==> config.mk <==
export PLATFORM = sky130hd
export DESIGN_NAME = periph_tl_buffer
export DESIGN_NICKNAME = d
export VERILOG_FILES = /design/src/rtl/periph_tl_buffer_pkg.sv /design/src/rtl/periph_tl_queue.sv /design/src/rtl/periph_tl_buffer.sv
export SDC_FILE = /design/constraint.sdc
export NUM_CORES = 1
export LEC_CHECK = 0
export BUFFER_PORTS_ARGS = -buffer_cell sky130_fd_sc_hd__buf_4
export CAP_MARGIN = 20
export CORE_MARGIN = 5
export CORE_UTILIZATION = 52
export DETAILED_ROUTE_END_ITERATION = 6
export GPL_TIMING_DRIVEN = 0
export HOLD_SLACK_MARGIN = 0.12
export PLACE_DENSITY_LB_ADDON = 0.08
export SLEW_MARGIN = 5
export SYNTH_ARGS = -nofsm -noshare
export SYNTH_HDL_FRONTEND = slang
export SYNTH_SLANG_ARGS = --single-unit
==> constraint.sdc <==
create_clock -name clock -period 4.1 [get_ports clock]
set_input_delay 0.205 -clock clock [delete_from_list [all_inputs] [get_ports clock]]
set_output_delay 0.205 -clock clock [all_outputs]
set_load 0.01 [all_outputs]
==> src/rtl/periph_tl_buffer_pkg.sv <==
// Shared TL-UL opcode constants, default beat layouts and payload width helpers
// for the peripheral TL-UL buffer.
package periph_tl_buffer_pkg;

  localparam logic [2:0] TL_A_PUT_FULL        = 3'd0;
  localparam logic [2:0] TL_A_PUT_PARTIAL     = 3'd1;
  localparam logic [2:0] TL_A_GET             = 3'd4;
  localparam logic [2:0] TL_D_ACCESS_ACK      = 3'd0;
  localparam logic [2:0] TL_D_ACCESS_ACK_DATA = 3'd1;

  localparam int TL_ADDR_W = 9;
  localparam int TL_DATA_W = 32;
  localparam int TL_SRC_W  = 2;

  typedef struct packed {
    logic [2:0]             opcode;
    logic [2:0]             param;
    logic [1:0]             size;
    logic [TL_SRC_W-1:0]    source;
    logic [TL_ADDR_W-1:0]   address;
    logic [TL_DATA_W/8-1:0] mask;
    logic [TL_DATA_W-1:0]   data;
    logic                   corrupt;
  } tl_a_beat_t;

  typedef struct packed {
    logic [2:0]           opcode;
    logic [1:0]           param;
    logic [1:0]           size;
    logic [TL_SRC_W-1:0]  source;
    logic                 denied;
    logic                 corrupt;
    logic [TL_DATA_W-1:0] data;
  } tl_d_beat_t;

  // Flattened widths follow the field order of the structs above.
  function automatic int a_payload_w(input int addr_w, input int data_w, input int src_w);
    return 3 + 3 + 2 + src_w + addr_w + data_w / 8 + data_w + 1;
  endfunction

  function automatic int d_payload_w(input int data_w, input int src_w);
    return 3 + 2 + 2 + src_w + 1 + 1 + data_w;
  endfunction

endpackage

==> src/rtl/periph_tl_queue.sv <==
// Generic valid/ready FIFO of DEPTH entries with occupancy output; no
// pass-through, so in_ready depends only on the stored level.
module periph_tl_queue
#(
  parameter int DEPTH = 2,
  parameter int WIDTH = 8,
  localparam int LVL_W = $clog2(DEPTH + 1)
) (
  input  logic             clock,
  input  logic             reset,
  input  logic             in_valid,
  output logic             in_ready,
  input  logic [WIDTH-1:0] in_data,
  output logic             out_valid,
  input  logic             out_ready,
  output logic [WIDTH-1:0] out_data,
  output logic [LVL_W-1:0] level
);

  localparam int PTR_W = (DEPTH > 1) ? $clog2(DEPTH) : 1;
  localparam logic [PTR_W-1:0] LAST_PTR = PTR_W'(DEPTH - 1);
  localparam logic [LVL_W-1:0] FULL_LVL = LVL_W'(DEPTH);

  logic [WIDTH-1:0] mem [DEPTH];
  logic [PTR_W-1:0] wr_ptr;
  logic [PTR_W-1:0] rd_ptr;
  logic             push;
  logic             pop;

  // Explicit wrap keeps non-power-of-two depths inside the storage array.
  function automatic logic [PTR_W-1:0] next_ptr(input logic [PTR_W-1:0] p);
    return (p == LAST_PTR) ? '0 : p + 1'b1;
  endfunction

  assign in_ready  = (level != FULL_LVL);
  assign out_valid = (level != '0);
  assign out_data  = mem[rd_ptr];
  assign push      = in_valid && in_ready;
  assign pop       = out_valid && out_ready;

  // Storage carries no reset; only the bookkeeping below is cleared.
  always_ff @(posedge clock) begin
    if (push) begin
      mem[wr_ptr] <= in_data;
    end
  end

  always_ff @(posedge clock or posedge reset) begin
    if (reset) begin
      wr_ptr <= '0;
      rd_ptr <= '0;
      level  <= '0;
    end else begin
      if (push) begin
        wr_ptr <= next_ptr(wr_ptr);
      end
      if (pop) begin
        rd_ptr <= next_ptr(rd_ptr);
      end
      if (push && !pop) begin
        level <= level + 1'b1;
      end else if (pop && !push) begin
        level <= level - 1'b1;
      end
    end
  end

endmodule

==> src/rtl/periph_tl_buffer.sv <==
// TL-UL peripheral buffer: independent A and D channel FIFOs between the
// crossbar and a downstream slave, with no field translation.
module periph_tl_buffer
  import periph_tl_buffer_pkg::*;
#(
  parameter int DEPTH  = 2,
  parameter int ADDR_W = 9,
  parameter int DATA_W = 32,
  parameter int SRC_W  = 2,
  localparam int LVL_W = $clog2(DEPTH + 1)
) (
  input  logic                clock,
  input  logic                reset,
  input  logic                a_in_valid,
  output logic                a_in_ready,
  input  logic [2:0]          a_in_opcode,
  input  logic [2:0]          a_in_param,
  input  logic [1:0]          a_in_size,
  input  logic [SRC_W-1:0]    a_in_source,
  input  logic [ADDR_W-1:0]   a_in_address,
  input  logic [DATA_W/8-1:0] a_in_mask,
  input  logic [DATA_W-1:0]   a_in_data,
  input  logic                a_in_corrupt,
  output logic                a_out_valid,
  input  logic                a_out_ready,
  output logic [2:0]          a_out_opcode,
  output logic [2:0]          a_out_param,
  output logic [1:0]          a_out_size,
  output logic [SRC_W-1:0]    a_out_source,
  output logic [ADDR_W-1:0]   a_out_address,
  output logic [DATA_W/8-1:0] a_out_mask,
  output logic [DATA_W-1:0]   a_out_data,
  output logic                a_out_corrupt,
  input  logic                d_in_valid,
  output logic                d_in_ready,
  input  logic [2:0]          d_in_opcode,
  input  logic [1:0]          d_in_param,
  input  logic [1:0]          d_in_size,
  input  logic [SRC_W-1:0]    d_in_source,
  input  logic                d_in_denied,
  input  logic                d_in_corrupt,
  input  logic [DATA_W-1:0]   d_in_data,
  output logic                d_out_valid,
  input  logic                d_out_ready,
  output logic [2:0]          d_out_opcode,
  output logic [1:0]          d_out_param,
  output logic [1:0]          d_out_size,
  output logic [SRC_W-1:0]    d_out_source,
  output logic                d_out_denied,
  output logic                d_out_corrupt,
  output logic [DATA_W-1:0]   d_out_data,
  output logic [LVL_W-1:0]    a_level,
  output logic [LVL_W-1:0]    d_level
);

  localparam int A_W = a_payload_w(ADDR_W, DATA_W, SRC_W);
  localparam int D_W = d_payload_w(DATA_W, SRC_W);

  logic [A_W-1:0] a_in_payload;
  logic [A_W-1:0] a_out_payload;
  logic [D_W-1:0] d_in_payload;
  logic [D_W-1:0] d_out_payload;

  assign a_in_payload = {a_in_opcode, a_in_param, a_in_size, a_in_source,
                         a_in_address, a_in_mask, a_in_data, a_in_corrupt};
  assign {a_out_opcode, a_out_param, a_out_size, a_out_source,
          a_out_address, a_out_mask, a_out_data, a_out_corrupt} = a_out_payload;

  assign d_in_payload = {d_in_opcode, d_in_param, d_in_size, d_in_source,
                         d_in_denied, d_in_corrupt, d_in_data};
  assign {d_out_opcode, d_out_param, d_out_size, d_out_source,
          d_out_denied, d_out_corrupt, d_out_data} = d_out_payload;

  periph_tl_queue #(.DEPTH(DEPTH), .WIDTH(A_W)) u_a_queue (
    .clock     (clock),
    .reset     (reset),
    .in_valid  (a_in_valid),
    .in_ready  (a_in_ready),
    .in_data   (a_in_payload),
    .out_valid (a_out_valid),
    .out_ready (a_out_ready),
    .out_data  (a_out_payload),
    .level     (a_level)
  );

  periph_tl_queue #(.DEPTH(DEPTH), .WIDTH(D_W)) u_d_queue (
    .clock     (clock),
    .reset     (reset),
    .in_valid  (d_in_valid),
    .in_ready  (d_in_ready),
    .in_data   (d_in_payload),
    .out_valid (d_out_valid),
    .out_ready (d_out_ready),
    .out_data  (d_out_payload),
    .level     (d_level)
  );

endmodule

==> qor.csv, run 1 <==
stage;metric;value;unit
run_status;result of the run;completed;
synthesis;Post-Synthesis Mean Instance Area;22.2;um^2
synthesis;yosys warns;0;
floorplan;number of rows in the core area;44;
timing;worst clock skew;0.00953;ns
placement;number of buffer cells added on primary ports;211;
timing;final period utilization;48.1;%
setup_path;type of element launching the critical path;flip-flop;
global_route;number of global-route vias before repair;4836;
global_route;total congestion overflow after global routing;0;
clock_network;worst skew pair latency;0.48;ns
synthesis;unique cell type count in the Yosys netlist;17;
clock_network;clock tree from TritonCTS;built;
floorplan;Die W;131;um
timing;final-report setup violation count;0;
timing;max-slew violation count;0;
timing;Max Fclk;507;MHz
global_route;first-pass GRT wire length;25500;um
setup_path;reg2reg setup slack;2.13;ns
hold_path;class of the tightest hold or removal check;input pin to asynchronous set/reset pin;
route;number of DRC markers after the initial detailed-route iteration;151;
setup_path;data arrival at the endpoint of the critical path;2.16;ns
synthesis;number of cells produced by synthesis;345;
clock_network;clk sinks;206;
timing;unrepaired setup endpoints after global routing;no;
synthesis;Mapped Nets;452;
synthesis;ranking of synthesized cells by area;sky130_fd_sc_hd__edfxtp_1 77%, sky130_fd_sc_hd__mux2_2 10%, sky130_fd_sc_hd__mux2_4 5.9%;
clock_network;clock buffer count from CTS;21;
clock_network;CTS root buf;sky130_fd_sc_hd__clkbuf_16;
synthesis;combined area of all synthesized cells;7670;um^2
synthesis;share of the synthesized area in the top cell type;77.5;%
power_and_ir_drop;Pwr Density;668;nW/um^2
global_route;combined global-route utilization of all metal layers;18.3;%
power_and_ir_drop;Peak VDD IR;472;uV
timing;Worst slew margin;58.1;%
route;aggregate routed wire length;16000;um
cells_and_area;layout net count;795;
timing;Worst Hold Slack;0.237;ns
clock_network;Worst-path clk slew;0.06;ns
synthesis;post-synthesis cell type with the largest combined area;sky130_fd_sc_hd__edfxtp_1;
setup_path;Worst Reg2Reg Path Length in Cells;5;
clock_network;clk buf depth;3;
floorplan;Die Footprint;17300;um^2
route;number of iterations in the first detailed-routing pass;4;
timing;clock period minus final worst setup slack;1.97;ns
floorplan;Starting Density;53.0;%
setup_path;Crit path required time;4.29;ns
setup_path;worst-path maximum fanout;22;
cells_and_area;share of layout cells above drive strength 1;51.0;%
placement;DP Wirelength;10300;um
cells_and_area;core utilization of the finished layout;78.2;%
route;DRC viols;0;
synthesis;sequential share of the synthesized area;80.1;%
placement;Routability Congestion;0.727;
route;antenna viol nets, final;0;
route;vias;4309;
setup_path;endpoint kind of the worst setup timing path;flip-flop;
floorplan;standard cell core area;14500;um^2
cells_and_area;area growth from synthesis to layout;47.6;%
route;average routed wire per standard cell;18.1;um
setup_path;Crit Reg-Reg Endpoint;u_a_queue.mem[0][37];
power_and_ir_drop;leakage power;4.44;nW
route;number of vias per cell after detailed routing;4.86;
floorplan;Boundary Pins;212;
timing;slew at the pin closest to its max-slew limit;0.627;ns
setup_path;critical path class;flip-flop to flip-flop;
global_route;pin count of the biggest net entering global routing;35;
job;max-capacitance violation count;0;
timing;final hold viol count;0;
floorplan;DIE HEIGHT;131;um
clock_network;H-tree levels;1;
synthesis;number of flip-flops and latches in the synthesized netlist;206;
cells_and_area;final antenna diode count;0;
setup_path;FF-to-FF Start;u_a_queue.level[0];
global_route;antenna violations before repair;0;
[what timing repair did]
item                      CTS  global route
hold buffers              104             0
hold endpoints to repair  210             0
resized for setup           0             0
setup buffers               0             0
[cells in the final DEF (no fill, tap or decap), drive strengths merged]
master	instances
inv	3
clkbuf	25
dlygate4sd3	104
nand2b	2
nand2	4
and3	2
xor2	4
bufinv	3
ha	2
mux2	99
edfxtp	198
xnor2	6
nor2	4
buf	227
dfrtp	8
or2	2
clkinv	9
[metal layers]
layer	routed length (um)	up-vias	GRT usage, %
met1	5970	2092	21.1
li1	-	2040	-
met5	0	-	0
met2	8450	152	33.0
met4	247	0	4.23
met3	1330	25	6.23
[registers in the layout (all words and copies together), names as in the netlist]
name and cells:
u_a_queue.rd_ptr 1, u_a_queue.level 2, u_d_queue.level 2, u_d_queue.rd_ptr 1, u_a_queue.wr_ptr 1, u_d_queue.mem 86
u_d_queue.wr_ptr 1, u_a_queue.mem 112
[synthesized netlist by cell type, drive strengths merged]
cell,instances
or2,2
xnor2,6
buf,11
and3,2
nand2b,2
nand2,4
dfrtp,8
inv,3
nor2,4
ha,2
xor2,4
edfxtp,198
mux2,99
[where the power goes]
part | leakage, nW | internal, mW | switching, mW
Sequential | 1.93 | 2.88 | 0.140
Combinational | 2.18 | 1.46 | 1.23
Clock | 0.327 | 1.12 | 0.725
Total | 4.44 | 5.47 | 2.10
[cell type report]
class	count	area, um^2
clock buffer	25	541
tap	184	230
sequential	206	6150
multi-input combinational	125	1430
buffer	11	108
inverter	3	11.3
clock inverter	12	128
timing repair buffer	320	2730
fill	815	3160
[cell families after synthesis]
kind of cell / Yosys count / share of synthesized area, %
and+or+nand+nor: 14 / 0.881
xor gates and xnor gates: 10 / 1.14
adders and majority gates: 2 / 0.326
buffers and inverters: 14 / 1.55
muxes: 99 / 16.0
DFF: 206 / 80.1
[how the worst max path moves through the flow]
stage,startpoint,endpoint,slack (ns),depth (start not counted)
6_report,u_a_queue.level[0],u_a_queue.mem[0][37],2.13,5
5_1_grt,u_a_queue.level[0],u_a_queue.mem[0][24],1.96,5
4_1_cts,u_a_queue.level[0],u_a_queue.mem[0][37],2.07,5
3_5_place_dp,u_a_queue.level[0],u_a_queue.mem[0][37],2.09,5
3_3_place_gp,u_a_queue.level[0],u_a_queue.mem[0][37],-0.71,3
2_1_floorplan,u_a_queue.level[0],u_a_queue.mem[0][0],0.51,3
[critical path, cell delays in order, from the launching register on]
cell                       delay [ns]
sky130_fd_sc_hd__dfrtp_1         0.43
sky130_fd_sc_hd__nand2b_1        0.17
sky130_fd_sc_hd__nand2_1         0.14
sky130_fd_sc_hd__nor2_4          0.49
sky130_fd_sc_hd__buf_12          0.27
sky130_fd_sc_hd__buf_16          0.17
[stage by stage]
step	instance area, um^2	total power [mW]	setup WS (ns)	setup TNS (ns)	std cells
finish	11300	7.56	2.13	0	886
global route	11300	7.93	1.96	0	886
CTS	11300	7.65	2.07	0	886
detailed placement	9610	5.70	2.09	0	745
global placement	9490	5.60	-0.714	-39.74	740
floorplan	7670	4.51	0.509	0	345
(Power assumes the default switching activity.)
==> inputs of run 2 (changes only) <==
Settings changed: CORE_UTILIZATION 52 to 47.
Clock period 4.1 ns to 1.8 ns, I/O delays scaled along.
==> run 2 against run 1 <==
  * Clock skew increased by 0.0099 ns
  * Via count decreased by 0.30%
  * Combinational power increased by 130%
  * First-iteration DRC count decreased by 17%
  * Routed wire length decreased by 1.9%
  * Utilization decreased by 5.9 points
  * Global-route usage decreased by 2.2 points
  * Non-clock buffer count increased by 5
  * Clock power increased by 140%
  * Critical path type is now flip-flop to output pin
  * Worst hold slack improved by 0.080 ns
  * Final cell count increased by 4.5%
==> qor.csv, run 2 (synthesized netlist as in run 1, its figures left out) <==
stage;metric;value;unit
floorplan;Starting Density;48.1;%
route;number of vias per cell after detailed routing;4.64;
timing;worst clock skew;0.0195;ns
timing;max-slew violation count;0;
global_route;pin count of the biggest net entering global routing;44;
global_route;total congestion overflow after global routing;0;
clock_network;clk buf depth;3;
setup_path;type of element launching the critical path;flip-flop;
floorplan;Die Footprint;19000;um^2
cells_and_area;layout net count;802;
power_and_ir_drop;Pwr Density;1530;nW/um^2
timing;final total negative setup slack;0;ns
route;average routed wire per standard cell;17.0;um
placement;number of buffer cells added on primary ports;211;
global_route;number of global-route vias before repair;4721;
hold_path;worst hold stages;2;
clock_network;worst skew pair latency;0.50;ns
job;max-capacitance violation count;0;
cells_and_area;share of layout cells above drive strength 1;52.5;%
timing;final period utilization;97.4;%
cells_and_area;flip-flop count of the largest register, all copies and words added;112;
clock_network;CTS root buf;sky130_fd_sc_hd__clkbuf_16;
route;DRC viols;0;
setup_path;critical path class;flip-flop to output pin;
route;antenna viol nets, final;0;
floorplan;standard cell core area;15900;um^2
floorplan;DIE HEIGHT;138;um
power_and_ir_drop;Peak VDD IR;1060;uV
power_and_ir_drop;leakage power;4.51;nW
route;vias;4296;
global_route;combined global-route utilization of all metal layers;16.1;%
cells_and_area;final antenna diode count;0;
clock_network;H-tree levels;1;
timing;Worst slew margin;55.6;%
hold_path;class of the tightest hold or removal check;input pin to flip-flop;
timing;final hold viol count;0;
route;number of DRC markers after the initial detailed-route iteration;126;
floorplan;number of rows in the core area;46;
timing;final-report setup violation count;0;
setup_path;data arrival at the endpoint of the critical path;1.66;ns
cells_and_area;final standard cell count with taps included and fillers excluded;926;
setup_path;Crit path required time;1.71;ns
timing;unrepaired setup endpoints after global routing;yes;
cells_and_area;most used cells in the layout excluding fill and tap cells;216 x sky130_fd_sc_hd__buf_4, 198 x sky130_fd_sc_hd__edfxtp_1, 105 x sky130_fd_sc_hd__dlygate4sd3_1, 69 x sky130_fd_sc_hd__mux2_2, 30 x sky130_fd_sc_hd__mux2_4;
timing;clock period minus final worst setup slack;1.75;ns
setup_path;endpoint kind of the worst setup timing path;output pin;
run_status;result of the run;completed;
global_route;antenna violations before repair;0;
cells_and_area;Largest regs;u_a_queue.mem (112), u_d_queue.mem (86);
clock_network;Worst-path clk slew;0.06;ns
placement;Routability Congestion;0.719;
timing;Max Fclk;571;MHz
clock_network;clock buffer count from CTS;22;
cells_and_area;largest register by flop count;u_a_queue.mem;
timing;slew at the pin closest to its max-slew limit;0.665;ns
setup_path;Worst Reg2Reg Path Length in Cells;3;
floorplan;Die W;138;um
cells_and_area;leading cell type in the layout, fill and taps excluded;sky130_fd_sc_hd__buf_4;
cells_and_area;area growth from synthesis to layout;50.2;%
clock_network;clk sinks;206;
global_route;first-pass GRT wire length;23800;um
clock_network;clock tree from TritonCTS;built;
floorplan;Boundary Pins;212;
route;aggregate routed wire length;15700;um
placement;DP Wirelength;10300;um
route;number of iterations in the first detailed-routing pass;4;
setup_path;worst-path maximum fanout;10;
placement;# placed instances;776;
[run 2: cell count changes in the layout (fill, tap and decap cells not counted), sizes merged]
| cell | before | now |
|---|---|---|
| clkinv | 9 | 8 |
| clkbuf | 25 | 27 |
| clkinvlp | 0 | 2 |
| inv | 3 | 4 |
| dlygate4sd3 | 104 | 105 |
| nor2 | 4 | 5 |
| buf | 227 | 229 |
[run 2: stage by stage]
| step | hold slack (ns) | power, mW | cell area, um^2 | util (%) | setup WS (ns) |
|---|---|---|---|---|---|
| 6_report | 0.317 | 17.6 | 11500 | 72.3 | 0.0473 |
| 2_1_floorplan | -0.0945 | 10.3 | 7710 | - | -0.104 |
| 3_5_place_dp | 0.0882 | 13.1 | 9670 | 60.7 | -0.175 |
| 5_1_grt | 0.303 | 18.5 | 11500 | 72.3 | -0.0286 |
| 3_3_place_gp | 0.0805 | 12.8 | 9570 | 60.0 | -0.520 |
| 4_1_cts | 0.301 | 17.8 | 11500 | 72.1 | -0.0354 |
[run 2: final cells by class]
class	count	area, um^2
timing repair buffer	325	2780
multi-input combinational	126	1460
buffer	11	135
clock inverter	14	160
inverter	3	11.3
fill	1036	4420
tap	216	270
clock buffer	25	562
sequential	206	6150
[run 2: repair_timing]
item,CTS,global route
hold endpoints to repair,212,0
cloned,1,0
hold buffers,105,0
pin swaps,2,0
resized for setup,6,4
buffers inserted,3,2
endpoints found under the setup margin,147,90
[run 2: worst paths after layout]
check                              startpoint              endpoint  slack, ns
max                          u_a_queue.rd_ptr         a_out_corrupt       0.05
min                           a_in_address[7]  u_a_queue.mem[1][44]       0.32
max reg2reg                u_a_queue.level[0]  u_a_queue.mem[1][28]       0.14
min reg2reg                u_a_queue.level[0]    u_a_queue.level[0]       0.52
max in group asynchronous               reset    u_d_queue.level[0]       0.84
min in group asynchronous               reset      u_a_queue.rd_ptr       0.67
[run 2: worst max-delay path, cell delays in order (launching register included)]
cell and delay [ns]:
sky130_fd_sc_hd__dfrtp_1 0.39, sky130_fd_sc_hd__buf_8 0.15, sky130_fd_sc_hd__buf_8 0.16, sky130_fd_sc_hd__mux2_4 0.31, sky130_fd_sc_hd__buf_4 0.14
[run 2: metal layers]
layer  global-route usage [%]  wire length, um  vias to the layer above  share of wire, %
li1                         -                -                     2058                 -
met5                        0                0                        -                 0
met2                     29.3             8280                      145                53
met3                     5.37             1420                       16               9.0
met1                     18.3             5740                     2077                37
met4                     4.01              261                        0               1.7
[run 2: power by group]
part           internal, mW  switching (mW)  total [mW]  leakage (nW)
clock network          2.68            1.74        4.42         0.347
registers              6.57           0.335        6.91          1.93
logic                  3.49            2.83        6.32          2.23
